$ cat src/rtl/psdifir_pkg.sv
`default_nettype none
// ============================================================================
// Module      : psdifir_pkg
// Description : Shared constants, FSM state type and slot-bit helper for the
//               audio output serializer.
// Revision    : 1.0 - initial release
// ============================================================================
package psdifir_pkg;

  localparam int SAMPLE_W      = 18;
  localparam int CLKDIV_DEF    = 16;
  localparam int SLOT_BITS_DEF = 24;

  typedef enum logic [0:0] {
    IDLE = 1'b0,
    RUN  = 1'b1
  } state_e;

  // Bit carried at position pos of a slot: sample MSB first, zero padding
  // once the sample bits are exhausted.
  function automatic logic slot_bit(input logic [SAMPLE_W-1:0] s,
                                    input logic [4:0]          pos);
    logic [4:0] idx;
    slot_bit = 1'b0;
    if (pos < 5'(SAMPLE_W)) begin
      idx      = 5'(SAMPLE_W - 1) - pos;
      slot_bit = s[idx];
    end
  endfunction

endpackage
`default_nettype wire

$ cat src/rtl/audio_out_serializer_if.sv
`default_nettype none
// ============================================================================
// Module      : audio_out_serializer_if
// Description : Sample-input strobe/bus and DAC-side serial/status signals of
//               the audio output serializer.
// Revision    : 1.0 - initial release
// ============================================================================
interface audio_out_serializer_if;
  import psdifir_pkg::*;

  logic                datain_ready;
  logic [SAMPLE_W-1:0] left_in;
  logic [SAMPLE_W-1:0] right_in;
  logic                sclk;
  logic                lrclk;
  logic                sdata;
  logic                busy;
  logic                overrun;
  logic                underrun;

  // Sample producer (FIR output stage) side.
  modport master (
    output datain_ready, left_in, right_in,
    input  sclk, lrclk, sdata, busy, overrun, underrun
  );

  // Serializer side.
  modport slave (
    input  datain_ready, left_in, right_in,
    output sclk, lrclk, sdata, busy, overrun, underrun
  );

endinterface
`default_nettype wire

$ cat src/rtl/sclk_gen.sv
`default_nettype none
// ============================================================================
// Module      : sclk_gen
// Description : Divides the master clock down to the serial bit clock and
//               flags the cycle in which sclk is about to rise or fall.
// Revision    : 1.0 - initial release
// ============================================================================
module sclk_gen
  import psdifir_pkg::*;
#(
  parameter int CLKDIV = CLKDIV_DEF
) (
  input  wire  clk_i,
  input  wire  rst_i,
  input  logic en_i,
  input  logic clr_i,
  output logic sclk_o,
  output logic rise_o,
  output logic fall_o
);

  localparam int DIV_W = (CLKDIV > 1) ? $clog2(CLKDIV) : 1;

  logic [DIV_W-1:0] div_q;
  logic             sclk_q;
  logic             w_wrap;

  // Strobes are asserted in the cycle whose closing edge toggles sclk, so a
  // consumer registering on the same edge changes together with sclk.
  assign w_wrap = en_i && (div_q == DIV_W'(CLKDIV - 1));
  assign rise_o = w_wrap && !sclk_q;
  assign fall_o = w_wrap && sclk_q;
  assign sclk_o = sclk_q;

  // Half-period divider; held at zero with sclk low while disabled or cleared.
  always_ff @(posedge clk_i or posedge rst_i) begin
    if (rst_i) begin
      div_q  <= '0;
      sclk_q <= 1'b0;
    end else if (clr_i || !en_i) begin
      div_q  <= '0;
      sclk_q <= 1'b0;
    end else if (w_wrap) begin
      div_q  <= '0;
      sclk_q <= ~sclk_q;
    end else begin
      div_q  <= div_q + DIV_W'(1);
    end
  end

endmodule
`default_nettype wire

$ cat src/rtl/audio_out_serializer.sv
`default_nettype none
// ============================================================================
// Module      : audio_out_serializer
// Description : Buffers one stereo sample pair and shifts it out to a DAC as
//               left-justified, MSB-first slots framed by lrclk.
// Revision    : 1.0 - initial release
// ============================================================================
module audio_out_serializer
  import psdifir_pkg::*;
#(
  parameter int CLKDIV    = CLKDIV_DEF,
  parameter int SLOT_BITS = SLOT_BITS_DEF
) (
  input  wire                    clockext100MHz,
  input  wire                    reset,
  audio_out_serializer_if.slave  bus
);

  localparam int                 CNT_W    = $clog2(2 * SLOT_BITS);
  localparam logic [CNT_W-1:0]   LAST_BIT = CNT_W'(2 * SLOT_BITS - 1);

  state_e              state_q;
  logic                valid_q;
  logic [SAMPLE_W-1:0] pend_l_q, pend_r_q;
  logic [SAMPLE_W-1:0] frame_l_q, frame_r_q;
  logic [CNT_W-1:0]    bit_cnt_q, bit_cnt_d;
  logic                lrclk_q, sdata_q, busy_q, overrun_q, underrun_q;

  logic                w_sclk, w_fall, w_rise_unused;
  logic                w_last, w_load, w_slot_d, w_bit_d;
  logic [4:0]          w_pos_d;

  sclk_gen #(
    .CLKDIV (CLKDIV)
  ) u_sclk_gen (
    .clk_i  (clockext100MHz),
    .rst_i  (reset),
    .en_i   (state_q == RUN),
    .clr_i  (w_load),
    .sclk_o (w_sclk),
    .rise_o (w_rise_unused),
    .fall_o (w_fall)
  );

  // A frame load happens either straight out of IDLE or on the falling edge
  // that closes the last bit of a frame, provided a pair is pending.
  assign w_last   = (bit_cnt_q == LAST_BIT);
  assign w_load   = valid_q && ((state_q == IDLE) || (w_fall && w_last));

  // Slot and bit value for the bit that starts at the next sclk fall.
  assign bit_cnt_d = bit_cnt_q + CNT_W'(1);
  assign w_slot_d  = (bit_cnt_d >= CNT_W'(SLOT_BITS));
  assign w_pos_d   = w_slot_d ? 5'(bit_cnt_d - CNT_W'(SLOT_BITS)) : 5'(bit_cnt_d);
  assign w_bit_d   = slot_bit(w_slot_d ? frame_r_q : frame_l_q, w_pos_d);

  // Pending pair: a strobe coinciding with a load refills the buffer cleanly;
  // a strobe onto a still-unconsumed pair overwrites it and flags overrun.
  always_ff @(posedge clockext100MHz or posedge reset) begin
    if (reset) begin
      valid_q   <= 1'b0;
      pend_l_q  <= '0;
      pend_r_q  <= '0;
      overrun_q <= 1'b0;
    end else if (bus.datain_ready) begin
      pend_l_q <= bus.left_in;
      pend_r_q <= bus.right_in;
      valid_q  <= 1'b1;
      if (valid_q && !w_load) begin
        overrun_q <= 1'b1;
      end
    end else if (w_load) begin
      valid_q <= 1'b0;
    end
  end

  // Frame FSM with registered serial outputs; RUN only leaves via reset.
  always_ff @(posedge clockext100MHz or posedge reset) begin
    if (reset) begin
      state_q    <= IDLE;
      busy_q     <= 1'b0;
      frame_l_q  <= '0;
      frame_r_q  <= '0;
      bit_cnt_q  <= '0;
      lrclk_q    <= 1'b0;
      sdata_q    <= 1'b0;
      underrun_q <= 1'b0;
    end else begin
      case (state_q)
        IDLE: begin
          if (w_load) begin
            state_q   <= RUN;
            busy_q    <= 1'b1;
            frame_l_q <= pend_l_q;
            frame_r_q <= pend_r_q;
            bit_cnt_q <= '0;
            lrclk_q   <= 1'b0;
            sdata_q   <= pend_l_q[SAMPLE_W-1];
          end
        end
        RUN: begin
          if (w_fall) begin
            if (w_last) begin
              bit_cnt_q <= '0;
              lrclk_q   <= 1'b0;
              if (valid_q) begin
                frame_l_q <= pend_l_q;
                frame_r_q <= pend_r_q;
                sdata_q   <= pend_l_q[SAMPLE_W-1];
              end else begin
                // Nothing to send: emit a silent frame instead.
                frame_l_q  <= '0;
                frame_r_q  <= '0;
                sdata_q    <= 1'b0;
                underrun_q <= 1'b1;
              end
            end else begin
              bit_cnt_q <= bit_cnt_d;
              lrclk_q   <= w_slot_d;
              sdata_q   <= w_bit_d;
            end
          end
        end
        default: state_q <= IDLE;
      endcase
    end
  end

  assign bus.sclk     = w_sclk;
  assign bus.lrclk    = lrclk_q;
  assign bus.sdata    = sdata_q;
  assign bus.busy     = busy_q;
  assign bus.overrun  = overrun_q;
  assign bus.underrun = underrun_q;

endmodule
`default_nettype wire

$ cat src/flat_wrapper.sv
// flat-port wrapper written by rule: the top's interface ports become plain ports
module audio_out_serializer_flat import psdifir_pkg::*;
#(
  parameter int CLKDIV    = CLKDIV_DEF,
  parameter int SLOT_BITS = SLOT_BITS_DEF
)
  (clockext100MHz, reset, bus_datain_ready, bus_left_in, bus_right_in, bus_sclk, bus_lrclk, bus_sdata, bus_busy, bus_overrun, bus_underrun);
  audio_out_serializer_if bus_i ();
  input  wire clockext100MHz;
  input  wire reset;
  input wire logic [$bits(bus_i.datain_ready)-1:0] bus_datain_ready;
  input wire logic [$bits(bus_i.left_in)-1:0] bus_left_in;
  input wire logic [$bits(bus_i.right_in)-1:0] bus_right_in;
  output wire logic [$bits(bus_i.sclk)-1:0] bus_sclk;
  output wire logic [$bits(bus_i.lrclk)-1:0] bus_lrclk;
  output wire logic [$bits(bus_i.sdata)-1:0] bus_sdata;
  output wire logic [$bits(bus_i.busy)-1:0] bus_busy;
  output wire logic [$bits(bus_i.overrun)-1:0] bus_overrun;
  output wire logic [$bits(bus_i.underrun)-1:0] bus_underrun;
  assign bus_i.datain_ready = bus_datain_ready;
  assign bus_i.left_in = bus_left_in;
  assign bus_i.right_in = bus_right_in;
  assign bus_sclk = bus_i.sclk;
  assign bus_lrclk = bus_i.lrclk;
  assign bus_sdata = bus_i.sdata;
  assign bus_busy = bus_i.busy;
  assign bus_overrun = bus_i.overrun;
  assign bus_underrun = bus_i.underrun;
  audio_out_serializer #(.CLKDIV(CLKDIV), .SLOT_BITS(SLOT_BITS)) u_core (.clockext100MHz(clockext100MHz), .reset(reset), .bus(bus_i));
endmodule
$ cat config.mk
export PLATFORM = sky130hd
export DESIGN_NAME = audio_out_serializer_flat
export DESIGN_NICKNAME = d
export VERILOG_FILES = /design/src/rtl/psdifir_pkg.sv /design/src/rtl/audio_out_serializer_if.sv /design/src/rtl/sclk_gen.sv /design/src/rtl/audio_out_serializer.sv /design/src/flat_wrapper.sv
export SDC_FILE = /design/constraint.sdc
export NUM_CORES = 1
export LEC_CHECK = 0
export ABC_AREA = 1
export CAP_MARGIN = 20
export CELL_PAD_IN_SITES_DETAIL_PLACEMENT = 1
export CELL_PAD_IN_SITES_GLOBAL_PLACEMENT = 2
export CORE_MARGIN = 4
export CORE_UTILIZATION = 37
export DETAILED_ROUTE_END_ITERATION = 12
export PLACE_DENSITY = 0.91
export SYNTH_ARGS = -nofsm -noshare
export SYNTH_HDL_FRONTEND = slang
export SYNTH_SLANG_ARGS = --single-unit
export TNS_END_PERCENT = 50
$ cat constraint.sdc
create_clock -name clockext100MHz -period 7.1 [get_ports clockext100MHz]
set_input_delay 0.71 -clock clockext100MHz [delete_from_list [all_inputs] [get_ports clockext100MHz]]
set_output_delay 0.71 -clock clockext100MHz [all_outputs]
set_load 0.05 [all_outputs]
==> impl_metrics.tcl <==
set metrics [dict create \
    antenna_found_initial 0 \
    cts.path.max_buffers 2 \
    relSlewSlack 0.356 \
    multiInputGateArea_mm2 0.00148 \
    wl_um 10100 \
    drv_slew 0 \
    syn-instance-count 478 \
    cts-root-buf "clkbuf_16" \
    design_area_mm2 0.00505 \
    placed_area_mm2 0.00472 \
    ys_types 34 \
    ys_ff_latch 90 \
    synth_edf_count 0 \
    hp-class "reg -> reg" \
    setup_ws_ps 3280 \
    cts.hold.buffers_added 0 \
    grt_pass1_wl_um 17500 \
    cts_resized 0 \
    required_ps 7330 \
    ys.flop_type "dfrtp_1" \
    totalPowerFinal_mw 1.09 \
    ios 45 \
    rows 38 \
    drt-pass1-iter-count 5 \
    cts.clk_slew.worst_paths_ps 60 \
    total_leakage_power_nw 2.51 \
    die_w_um 115 \
    yosysMostFrequentCell "inv_1" \
    cts_buffers 9 \
    synth_top_family_by_area "simple AND/OR/NAND/NOR gates" \
    yosysWarnings 0 \
    synth_mux_area_frac 0 \
    clock-sinks 90 \
    max-cap-violations 0 \
    cts_tree "built" \
    path_max_fanout 22 \
    regArea_mm2 0.00225 \
    synth_fa_ha_area_frac 0.0148 \
    synthTopCellsByCount "95 x inv_1, 90 x dfrtp_1, 82 x nand2_1" \
    postRouteAntennaNets 0 \
    nets 559 \
    postCtsSetupBuffers 0 \
    drive_gt1_frac 0.0885 \
    synth_top_area_cell "dfrtp_1" \
    die_h_um 115 \
    syn_area_per_cell_um2 8.86 \
    final-setup-viol-count 0 \
    synth_xor_area_frac 0.00414 \
    vdd_drop_max_mv 0.0971 \
    synth-simple-area-share 0.190 \
    htreeDepth 3 \
    start_kind "register" \
    routedWlPerCell_um 15.3 \
    final_hold_viol_count 0 \
    finalCritPeriodShare 0.538 \
    worst_skew_pair.late_latency_ps 340 \
    synth_area_leaders "dfrtp_1 53%, inv_1 8.4%, nand2_1 7.3%" \
    synth_top_area_frac 0.532 \
    critPathCaptureType "register" \
    nFillCells 1306 \
    syn_nets 522 \
    clock-skew-final_ps 10.0 \
    dpl_worst_slack_ps 3290 \
    grt_overflow_total 0 \
    dieArea_mm2 0.0132 \
    seq_area_frac_synth 0.532 \
    start_util 0.384 \
    grt_pass1_vias 3469 \
    post-route-min-period_ps 3820 \
    drc 0 \
    coreArea_mm2 0.0110 \
    antenna_cells 0 \
    place_hpwl_um 7280 \
    synth_area_mm2 0.00423 \
    fmax_ghz 0.262 \
    power.density_mw_per_mm2 217 \
    syn_to_final_growth_pct 19.2 \
    synthArstFlopShare 1.00 \
    synth-compound-area-share 0.138 \
    tightest_slew_ps 964 \
    rsz0062_at_grt "false" \
    tns_ps 0 \
    place_congestion 0.824 \
    viasPerCell 4.96 \
    io_buffers 44 \
    grt_use_total 0.167 \
    vias 3272 \
    arrival_ps 4050 \
    outcome "complete, no violations" \
    critPathKind "reg -> reg" \
    grt_max_degree 91 \
    r2r_setup_slack_ps 3280 \
    drt_iter0_drc 153 \
]
## critical path, cell delays in order, from the launching register on
cell,delay [ps]
dfrtp_1,810
ha_1,430
inv_1,250
ha_1,290
nand3_1,620
nand3_4,490
nand2_2,140
nand2_4,110
nand3_2,80
a21oi_1,150
nand3_1,100
nand3_1,100
nand2_1,60
nand2_1,50
nand2_1,50
## routing by layer
layer  vias to the layer above  routed length (um)  track usage
met1                      1588                4820        0.227
met2                        43                4840        0.270
met4                         0                 189       0.0704
met5                         -                   0            0
li1                       1630                   -            -
met3                        11                 280       0.0226
## logic make-up (layout without fill, tap and decap cells)
family	count (synthesis)	count (layout)
buffers and inverters	119	161
xor gates and xnor gates	2	2
and+or+nand+nor	163	163
adders and majority gates	5	5
DFF	90	90
AOI/OAI and AO/OA	99	99
## worst paths after layout
kind	endpoint	from	cells past startpoint
setup / recovery	u_core.bus.sdata	u_core.bit_cnt_q[0]	14
hold / removal	u_core.bus.busy	u_core.bus.busy	1
setup reg to reg	u_core.bus.sdata	u_core.bit_cnt_q[0]	14
hold reg to reg	u_core.bus.busy	u_core.bus.busy	1
max in group asynchronous	u_core.bit_cnt_q[4]	reset	4
min in group asynchronous	u_core.pend_r_q[0]	reset	3
## final cells by class
class	count	share of cell area
timing repair buffer	47	0.0972
clock inverter	4	0.00521
sequential	90	0.446
inverter	98	0.0731
clock buffer	12	0.0508
tap	140	0.0347
multi-input combinational	269	0.293
## metrics by stage
step,utilization,hold WS (ps),cells
5_1_grt,0.458,488,660
6_report,0.458,467,660
4_1_cts,0.453,472,658
3_3_place_gp,0.428,454,642
2_1_floorplan,-,487,478
3_5_place_dp,0.428,457,642
## placed cells by master (no fill, tap or decap), types with 2 or more instances in the layout
| master | synthesis | routed |
|---|---|---|
| o21ai_0 | 38 | 38 |
| clkdlybuf4s50_1 | 0 | 43 |
| clkbuf_16 | 0 | 9 |
| o31ai_1 | 2 | 2 |
| clkbuf_8 | 0 | 2 |
| nand2_1 | 82 | 82 |
| nand2_2 | 5 | 5 |
| a21oi_1 | 11 | 11 |
| nand3_2 | 2 | 2 |
| ha_1 | 5 | 5 |
| dfrtp_1 | 90 | 90 |
| nand2_4 | 5 | 5 |
| nor2_1 | 7 | 7 |
| inv_1 | 95 | 94 |
| clkinv_2 | 0 | 3 |
| nand3_1 | 41 | 41 |
| nand4_1 | 14 | 14 |
| xor2_1 | 2 | 2 |
| a21oi_2 | 3 | 2 |
| inv_2 | 2 | 2 |
| or2_2 | 4 | 4 |
| o22ai_1 | 38 | 38 |
## state kept, by name, summed over array words and instances, names as in the netlist, 4 cells and up
register / count
u_core.frame_l_q: 18
u_core.frame_r_q: 18
u_core.pend_l_q: 18
u_core.pend_r_q: 18
u_core.bit_cnt_q: 6
u_core.u_sclk_gen.div_q: 4
## report_power, final
part           switching [mW]  internal (mW)  total (mW)
clock                   0.188          0.256       0.444
combinational          0.0551         0.0408      0.0960
sequential            0.00877          0.544       0.553
total                   0.252          0.841        1.09
Note: power is estimated with default switching activity, not from simulation.
